==> src/rtl/regfile_alu_datapath_pkg.sv <==
// Shared definitions for the register-file / ALU datapath.
//   - DW, NREGS : default datapath width and register count
//   - OP_*      : ALU opcode encodings carried on alu_op
//   - FLG_*     : bit positions inside the {N,Z,F,L,C} flag vector
//   - flg_mask  : helper building a flag-update mask from flag indices
package regfile_alu_datapath_pkg;

  localparam int unsigned DW    = 16;
  localparam int unsigned NREGS = 16;

  localparam logic [7:0] OP_NOP = 8'h00;
  localparam logic [7:0] OP_AND = 8'h01;
  localparam logic [7:0] OP_OR  = 8'h02;
  localparam logic [7:0] OP_XOR = 8'h03;
  localparam logic [7:0] OP_ADD = 8'h05;
  localparam logic [7:0] OP_SUB = 8'h09;
  localparam logic [7:0] OP_CMP = 8'h0B;
  localparam logic [7:0] OP_SHL = 8'h0C;
  localparam logic [7:0] OP_MOV = 8'h0D;
  localparam logic [7:0] OP_SHR = 8'h0E;

  localparam int unsigned FLG_C = 0;
  localparam int unsigned FLG_L = 1;
  localparam int unsigned FLG_F = 2;
  localparam int unsigned FLG_Z = 3;
  localparam int unsigned FLG_N = 4;

  typedef logic [4:0] flags_t;

  function automatic flags_t flg_mask(input logic c, input logic l, input logic f,
                                      input logic z, input logic n);
    flags_t m;
    m        = '0;
    m[FLG_C] = c;
    m[FLG_L] = l;
    m[FLG_F] = f;
    m[FLG_Z] = z;
    m[FLG_N] = n;
    return m;
  endfunction

endpackage

==> src/rtl/regfile_alu_datapath_if.sv <==
// Control-word / result-bus interface between the sequencing FSM and the datapath.
//   master : control side (drives the control word, observes bus/flags/pulses)
//   slave  : datapath side
// Signals: ctrl_valid, alu_op[7:0], mux_a[4:0], mux_b[4:0], imm[DW-1:0], imm_control,
//          regs_en[NREGS-1:0], buff_en  -> datapath
//          bus_out[DW-1:0], bus_valid, flags[4:0] {N,Z,F,L,C}, illegal_op <- datapath
interface regfile_alu_datapath_if #(
  parameter int unsigned DW    = 16,
  parameter int unsigned NREGS = 16
);
  logic             ctrl_valid;
  logic [7:0]       alu_op;
  logic [4:0]       mux_a;
  logic [4:0]       mux_b;
  logic [DW-1:0]    imm;
  logic             imm_control;
  logic [NREGS-1:0] regs_en;
  logic             buff_en;
  logic [DW-1:0]    bus_out;
  logic             bus_valid;
  logic [4:0]       flags;
  logic             illegal_op;

  modport master (
    output ctrl_valid, alu_op, mux_a, mux_b, imm, imm_control, regs_en, buff_en,
    input  bus_out, bus_valid, flags, illegal_op
  );

  modport slave (
    input  ctrl_valid, alu_op, mux_a, mux_b, imm, imm_control, regs_en, buff_en,
    output bus_out, bus_valid, flags, illegal_op
  );
endinterface

==> src/rtl/regfile_alu_datapath_alu16.sv <==
// Combinational ALU for the datapath.
// Ports:
//   a, b      in  DW   operands
//   op        in  8    opcode (OP_* encodings)
//   result    out DW   ALU result (CMP: a-b; NOP/undefined: 0)
//   c,f,z,n,l out 1    candidate flag values
//   flag_upd  out 5    which flag bits this op updates ({N,Z,F,L,C} layout)
//   writes    out 1    op writes the register file
//   legal     out 1    op is a defined encoding
module alu16
  import regfile_alu_datapath_pkg::*;
#(
  parameter int unsigned DW = 16
) (
  input  logic [DW-1:0] a,
  input  logic [DW-1:0] b,
  input  logic [7:0]    op,
  output logic [DW-1:0] result,
  output logic          c,
  output logic          f,
  output logic          z,
  output logic          n,
  output logic          l,
  output flags_t        flag_upd,
  output logic          writes,
  output logic          legal
);

  logic [DW:0] sum;
  logic [DW:0] diff;
  logic [3:0]  shamt;

  assign sum   = {1'b0, a} + {1'b0, b};
  assign diff  = {1'b0, a} - {1'b0, b};
  assign shamt = b[3:0];

  always_comb begin
    result   = '0;
    c        = 1'b0;
    f        = 1'b0;
    l        = 1'b0;
    writes   = 1'b0;
    legal    = 1'b1;
    flag_upd = '0;
    case (op)
      OP_AND: begin result = a & b;       writes = 1'b1; flag_upd = flg_mask(0, 0, 0, 1, 1); end
      OP_OR:  begin result = a | b;       writes = 1'b1; flag_upd = flg_mask(0, 0, 0, 1, 1); end
      OP_XOR: begin result = a ^ b;       writes = 1'b1; flag_upd = flg_mask(0, 0, 0, 1, 1); end
      OP_SHL: begin result = a << shamt;  writes = 1'b1; flag_upd = flg_mask(0, 0, 0, 1, 1); end
      OP_SHR: begin result = a >> shamt;  writes = 1'b1; flag_upd = flg_mask(0, 0, 0, 1, 1); end
      OP_MOV: begin result = b;           writes = 1'b1; flag_upd = flg_mask(0, 0, 0, 1, 1); end
      OP_ADD: begin
        result   = sum[DW-1:0];
        c        = sum[DW];
        // Overflow: like-signed operands produced an opposite-signed result.
        f        = (a[DW-1] == b[DW-1]) && (result[DW-1] != a[DW-1]);
        writes   = 1'b1;
        flag_upd = flg_mask(1, 0, 1, 1, 1);
      end
      OP_SUB: begin
        result   = diff[DW-1:0];
        c        = diff[DW];  // borrow
        f        = (a[DW-1] != b[DW-1]) && (result[DW-1] != a[DW-1]);
        writes   = 1'b1;
        flag_upd = flg_mask(1, 0, 1, 1, 1);
      end
      OP_CMP: begin
        result   = diff[DW-1:0];
        l        = (a < b);
        flag_upd = flg_mask(0, 1, 0, 1, 1);
      end
      OP_NOP:  ;
      default: legal = 1'b0;
    endcase
    z = (result == '0);
    // CMP reports a signed less-than on N rather than the sign of the difference.
    n = (op == OP_CMP) ? ($signed(a) < $signed(b)) : result[DW-1];
  end

endmodule

==> src/rtl/regfile_alu_datapath.sv <==
// Execution datapath: NREGS x DW register file, ALU, flag register and result bus.
// One control word executes per cycle with ctrl_valid=1.
// Ports:
//   clk    in  system clock, all state on posedge
//   reset  in  asynchronous active-low reset
//   dp     slave modport of regfile_alu_datapath_if (control word in, bus/flags/pulses out)
// Configuration: define DP_FLAGS_EN to implement the {N,Z,F,L,C} flag register;
// otherwise flags read 0 and CMP only publishes A-B on the bus.
module regfile_alu_datapath
  import regfile_alu_datapath_pkg::*;
#(
  parameter int unsigned DW    = regfile_alu_datapath_pkg::DW,
  parameter int unsigned NREGS = regfile_alu_datapath_pkg::NREGS
) (
  input logic                  clk,
  input logic                  reset,
  regfile_alu_datapath_if.slave dp
);

  localparam int unsigned AW = $clog2(NREGS);

  logic [DW-1:0] regs_q [NREGS];
  logic [DW-1:0] opa;
  logic [DW-1:0] opb;

  logic [DW-1:0] alu_result;
  logic          alu_c, alu_f, alu_z, alu_n, alu_l;
  flags_t        alu_upd;
  logic          alu_writes;
  logic          alu_legal;

  logic [DW-1:0] bus_q;
  logic          bus_valid_q;
  logic          illegal_q;

  // Selects beyond the implemented registers read as zero.
  always_comb begin
    opa = '0;
    opb = '0;
    if (32'(dp.mux_a) < NREGS) opa = regs_q[dp.mux_a[AW-1:0]];
    if (dp.imm_control)                 opb = dp.imm;
    else if (32'(dp.mux_b) < NREGS)     opb = regs_q[dp.mux_b[AW-1:0]];
  end

  alu16 #(
    .DW(DW)
  ) u_alu (
    .a        (opa),
    .b        (opb),
    .op       (dp.alu_op),
    .result   (alu_result),
    .c        (alu_c),
    .f        (alu_f),
    .z        (alu_z),
    .n        (alu_n),
    .l        (alu_l),
    .flag_upd (alu_upd),
    .writes   (alu_writes),
    .legal    (alu_legal)
  );

  always_ff @(posedge clk or negedge reset) begin
    if (!reset) begin
      for (int unsigned i = 0; i < NREGS; i++) regs_q[i] <= '0;
    end else if (dp.ctrl_valid && alu_writes) begin
      for (int unsigned i = 0; i < NREGS; i++) begin
        if (dp.regs_en[i]) regs_q[i] <= alu_result;
      end
    end
  end

`ifdef DP_FLAGS_EN
  flags_t flags_q;
  flags_t alu_flags;

  always_comb begin
    alu_flags        = '0;
    alu_flags[FLG_C] = alu_c;
    alu_flags[FLG_L] = alu_l;
    alu_flags[FLG_F] = alu_f;
    alu_flags[FLG_Z] = alu_z;
    alu_flags[FLG_N] = alu_n;
  end

  // Only the bits the op defines are replaced; the rest hold.
  always_ff @(posedge clk or negedge reset) begin
    if (!reset) begin
      flags_q <= '0;
    end else if (dp.ctrl_valid && alu_legal) begin
      flags_q <= (flags_q & ~alu_upd) | (alu_flags & alu_upd);
    end
  end

  assign dp.flags = flags_q;
`else
  logic unused_flags;
  assign unused_flags = ^{alu_c, alu_f, alu_z, alu_n, alu_l, alu_upd};
  assign dp.flags     = '0;
`endif

  always_ff @(posedge clk or negedge reset) begin
    if (!reset) begin
      bus_q       <= '0;
      bus_valid_q <= 1'b0;
      illegal_q   <= 1'b0;
    end else begin
      bus_valid_q <= dp.ctrl_valid && dp.buff_en;
      illegal_q   <= dp.ctrl_valid && !alu_legal;
      if (dp.ctrl_valid && dp.buff_en) bus_q <= alu_result;
    end
  end

  assign dp.bus_out    = bus_q;
  assign dp.bus_valid  = bus_valid_q;
  assign dp.illegal_op = illegal_q;

endmodule

==> src/flat_wrapper.sv <==
// flat-port wrapper written by rule: the top's interface ports become plain ports
module regfile_alu_datapath_flat import regfile_alu_datapath_pkg::*;
#(
  parameter int unsigned DW    = regfile_alu_datapath_pkg::DW,
  parameter int unsigned NREGS = regfile_alu_datapath_pkg::NREGS
)
  (clk, reset, dp_ctrl_valid, dp_alu_op, dp_mux_a, dp_mux_b, dp_imm, dp_imm_control, dp_regs_en, dp_buff_en, dp_bus_out, dp_bus_valid, dp_flags, dp_illegal_op);
  regfile_alu_datapath_if #(.DW(DW), .NREGS(NREGS)) dp_i ();
  input logic clk;
  input logic reset;
  input wire logic [$bits(dp_i.ctrl_valid)-1:0] dp_ctrl_valid;
  input wire logic [$bits(dp_i.alu_op)-1:0] dp_alu_op;
  input wire logic [$bits(dp_i.mux_a)-1:0] dp_mux_a;
  input wire logic [$bits(dp_i.mux_b)-1:0] dp_mux_b;
  input wire logic [$bits(dp_i.imm)-1:0] dp_imm;
  input wire logic [$bits(dp_i.imm_control)-1:0] dp_imm_control;
  input wire logic [$bits(dp_i.regs_en)-1:0] dp_regs_en;
  input wire logic [$bits(dp_i.buff_en)-1:0] dp_buff_en;
  output wire logic [$bits(dp_i.bus_out)-1:0] dp_bus_out;
  output wire logic [$bits(dp_i.bus_valid)-1:0] dp_bus_valid;
  output wire logic [$bits(dp_i.flags)-1:0] dp_flags;
  output wire logic [$bits(dp_i.illegal_op)-1:0] dp_illegal_op;
  assign dp_i.ctrl_valid = dp_ctrl_valid;
  assign dp_i.alu_op = dp_alu_op;
  assign dp_i.mux_a = dp_mux_a;
  assign dp_i.mux_b = dp_mux_b;
  assign dp_i.imm = dp_imm;
  assign dp_i.imm_control = dp_imm_control;
  assign dp_i.regs_en = dp_regs_en;
  assign dp_i.buff_en = dp_buff_en;
  assign dp_bus_out = dp_i.bus_out;
  assign dp_bus_valid = dp_i.bus_valid;
  assign dp_flags = dp_i.flags;
  assign dp_illegal_op = dp_i.illegal_op;
  regfile_alu_datapath #(.DW(DW), .NREGS(NREGS)) u_core (.clk(clk), .reset(reset), .dp(dp_i));
endmodule
==> config.mk <==
export PLATFORM = sky130hd
export DESIGN_NAME = regfile_alu_datapath_flat
export DESIGN_NICKNAME = d
export VERILOG_FILES = /design/src/rtl/regfile_alu_datapath_pkg.sv /design/src/rtl/regfile_alu_datapath_if.sv /design/src/rtl/regfile_alu_datapath_alu16.sv /design/src/rtl/regfile_alu_datapath.sv /design/src/flat_wrapper.sv
export SDC_FILE = /design/constraint.sdc
export NUM_CORES = 1
export LEC_CHECK = 0
export BUFFER_PORTS_ARGS = -buffer_cell sky130_fd_sc_hd__clkbuf_2
export CAP_MARGIN = 30
export CORE_ASPECT_RATIO = 1.25
export CORE_MARGIN = 5
export CORE_UTILIZATION = 61
export CTS_BUF_LIST = sky130_fd_sc_hd__clkbuf_16
export DETAILED_ROUTE_END_ITERATION = 12
export GPL_TIMING_DRIVEN = 0
export PLACE_DENSITY = 0.85
export SYNTH_ARGS = -nofsm -noshare
export SYNTH_HDL_FRONTEND = slang
export SYNTH_HIERARCHICAL = 1
export SYNTH_SLANG_ARGS = --single-unit
export TNS_END_PERCENT = 1
==> constraint.sdc <==
create_clock -name clk -period 8.9 [get_ports clk]
set_input_delay 0.89 -clock clk [delete_from_list [all_inputs] [get_ports clk]]
set_output_delay 0.89 -clock clk [all_outputs]
set_load 0.005 [all_outputs]
==> metrics.md <==
| Metric | Value |
|---|---|
| Outcome | `finished, final reports clean` |
| Fill cells | `roughly 2.2k` |
| Clk root buf | `clkbuf_16` |
| Final hold vios | `0` |
| Crit Path Max Fanout | `11` |
| CP most frequent cell | `clkbuf_1` |
| Chip Width | `roughly 170 um` |
| Total gr overflow | `0` |
| # resized after CTS | `0` |
| Crit path required time | `9320 ps` |
| CP Capture Type | `flip-flop` |
| Final setup viols | `0` |
| CTS tree | `yes` |
| Buf+Inv Stages, Crit Path | `10` |
| Area after DPL | `0.0200 mm^2` |
| Critical path arrival | `7810 ps` |
| Tmin final | `7390 ps` |
| Setup Fix Bufs, Post-CTS | `0` |
| Crit path cell chain | `clkbuf_2 > nor2b_1 > clkbuf_1 > clkbuf_1 > a22oi_1 > a32oi_1 > nand2_1 > buf_2 > inv_2 > clkbuf_1 > clkbuf_1 > ha_1 > buf_4 > or3_1 > o2111ai_2 > nand4b_1 > o211ai_1 > a221oi_1 > o31a_1 > mux2_2 > a22oi_1 > inv_1 > clkbuf_1 > mux2_2` |
| Worst-Skew Late Latency | `approximately 560 ps` |
| Post-Syn Area | `around 0.019 mm^2` |
| Largest net degree at the start of global routing | `roughly 120` |
| Inserted Diodes | `0` |
| Fin area | `around 0.021 mm^2` |
| Top delay family on crit path | `buffers and inverters` |
| 1st-pass router iterations | `7` |
| Pre-CTS setup slack | `1260 ps` |
| Num CTS Buffers | `26` |
| CP max-delay cell | `clkbuf_1` |
| Share of layout cells above drive strength 1 | `between 30 and 40%` |
| Starting density of the core | `around three fifths` |
| CP peak stage delay | `roughly 650 ps` |
| Die ar. | `around 0.035 mm^2` |
| Fin. max-slew vios | `0` |
| DR WL/cell | `about 29 um` |
| Max transition margin | `between 20% and 30%` |
| Area grow syn2layout | `9.91%` |
| Vias | `between 15k and 20k` |
| Clock Skews | `22.9 ps` |
| Worst Setup Start Kind | `input pin` |
| Worst-Margin Slew | `~1100 ps` |
| Row cnt | `a little over 70` |
| Initial antenna violation count | `0` |
| Cells after Synth | `about 1.6k` |
| I/O pins | `78` |
| DR vias/cell | `just over 7` |
| Non-filler cells, final | `2123` |
| Routed wire length | `between 60000 and 70000 um` |
| Final #Nets | `around 1.8k` |
| Leak | `about 10 nW` |
| Setup CP Type | `input pin to flip-flop` |
| Final GP Congestion | `a little over 1` |
| Port bufs | `66` |
| H-tree level count | `1` |
| Worst ir drop on vdd | `0.175 mV` |
| Worst Setup Slack, final | `1510 ps` |
| Clk sink count | `about 270` |
| Clk slew on worst S/H paths | `around 70 ps` |
| Die Y | `207 um` |
| Power per standard cell area | `between 150 and 200 mW/mm^2` |
| Min-Delay Path Class | `input pin to async pin` |
| HPWL after detailed placement | `approximately 45000 um` |
| DRC Markers | `0` |
| Hold buffer count at CTS | `0` |
| Syn_area_per_cell | `roughly 12 um^2` |
| Core box area | `~0.031 mm^2` |
| Vias in the first global route | `roughly 16k` |
| Max clock buf depth | `3` |
| Peak Freq | `~140 MHz` |
| RSZ-0062 raised after global routing | `no` |
| GR Util All Layers | `approximately a third` |
| DRT iter0 DRCs | `roughly 1.9k` |
| Synth Warn # | `6` |
| Setup TNS Final | `0 ps` |
| Max cap viols | `0` |
| Post-Place Cells | `about 2.1k` |
| Period utilization | `83.0%` |
| Global-route wire length before repair | `around 93000 um` |
| Post-route ant nets | `0` |
==> routing by layer <==
metal,track usage [%],vias up,wire length (um)
met2,57.6,1022,30100
li1,-,6235,-
met5,0,-,0
met4,18.3,0,3860
met1,40.8,7515,21300
met3,6.90,282,5520
==> worst paths after layout <==
kind / slack, ps / cells past startpoint / from / endpoint
max: 1510 / 24 / dp_mux_b[2] / u_core/regs_q[239]
min: 300 / 1 / reset / u_core/regs_q[88]
max reg2reg: 2650 / 21 / u_core/regs_q[34] / u_core/regs_q[239]
min reg2reg: 510 / 1 / u_core/dp.bus_out[10] / u_core/dp.bus_out[10]
max in group asynchronous: 7120 / 3 / reset / u_core/regs_q[194]
min in group clk: 510 / 1 / u_core/dp.bus_out[10] / u_core/dp.bus_out[10]
==> worst reg2reg max path, delay by kind of cell (launching register included) <==
family                   cells  cell delay, ps
flip-flops                   1             400
adder cells (fa/ha/maj)      1             350
buffers and inverters        7            2110
AND/OR/NAND/NOR              3             780
multiplexers                 3             770
AO/OA/AOI/OAI                7            1730
==> layout make-up <==
class / count / area, um^2 / area share, %
buffer: 135 / 771 / 3.69
clock buffer: 27 / 676 / 3.24
clock inverter: 19 / 230 / 1.10
inverter: 49 / 184 / 0.881
multi-input combinational: 1136 / 11200 / 53.6
sequential: 274 / 6860 / 32.8
tap: 407 / 509 / 2.44
timing repair buffer: 76 / 452 / 2.16
==> report_power, final <==
part           leakage (nW)  switching (mW)  internal (mW)  total (mW)
Clock                 0.439           0.501          0.697        1.20
Combinational          5.90           0.360          0.268       0.628
Sequential             3.77          0.0721           1.33        1.40
Total                  10.1           0.933           2.29        3.22
==> per-stage QoR <==
| step | utilization [%] | power, mW | hold slack [ps] |
|---|---|---|---|
| final | 67.6 | 3.22 | 298 |
| after global routing | 67.6 | 3.33 | 339 |
| after CTS | 67.5 | 3.21 | 321 |
| after detailed placement | 64.6 | 2.02 | 497 |
| after global placement | 64.2 | 1.99 | 491 |
| after floorplan | - | 1.80 | 481 |
==> placed cells by master (no fill, tap or decap), types with 46 or more instances in the layout <==
master and count:
a21oi_1 47, a22oi_1 56, clkbuf_1 55, clkbuf_2 65
dfrtp_1 274, ha_1 51, inv_1 46, mux2_2 176
mux2_4 91, mux2i_1 172, mux4_2 84, nand2_1 76
nor2_1 66
==> state kept, by name (all words and copies together) (netlist names) <==
| name | cells |
|---|---|
| u_core/dp.illegal_op | 1 |
| u_core/dp.bus_valid | 1 |
| u_core/dp.bus_out | 16 |
| u_core/regs_q | 256 |
(Power assumes the default switching activity.)
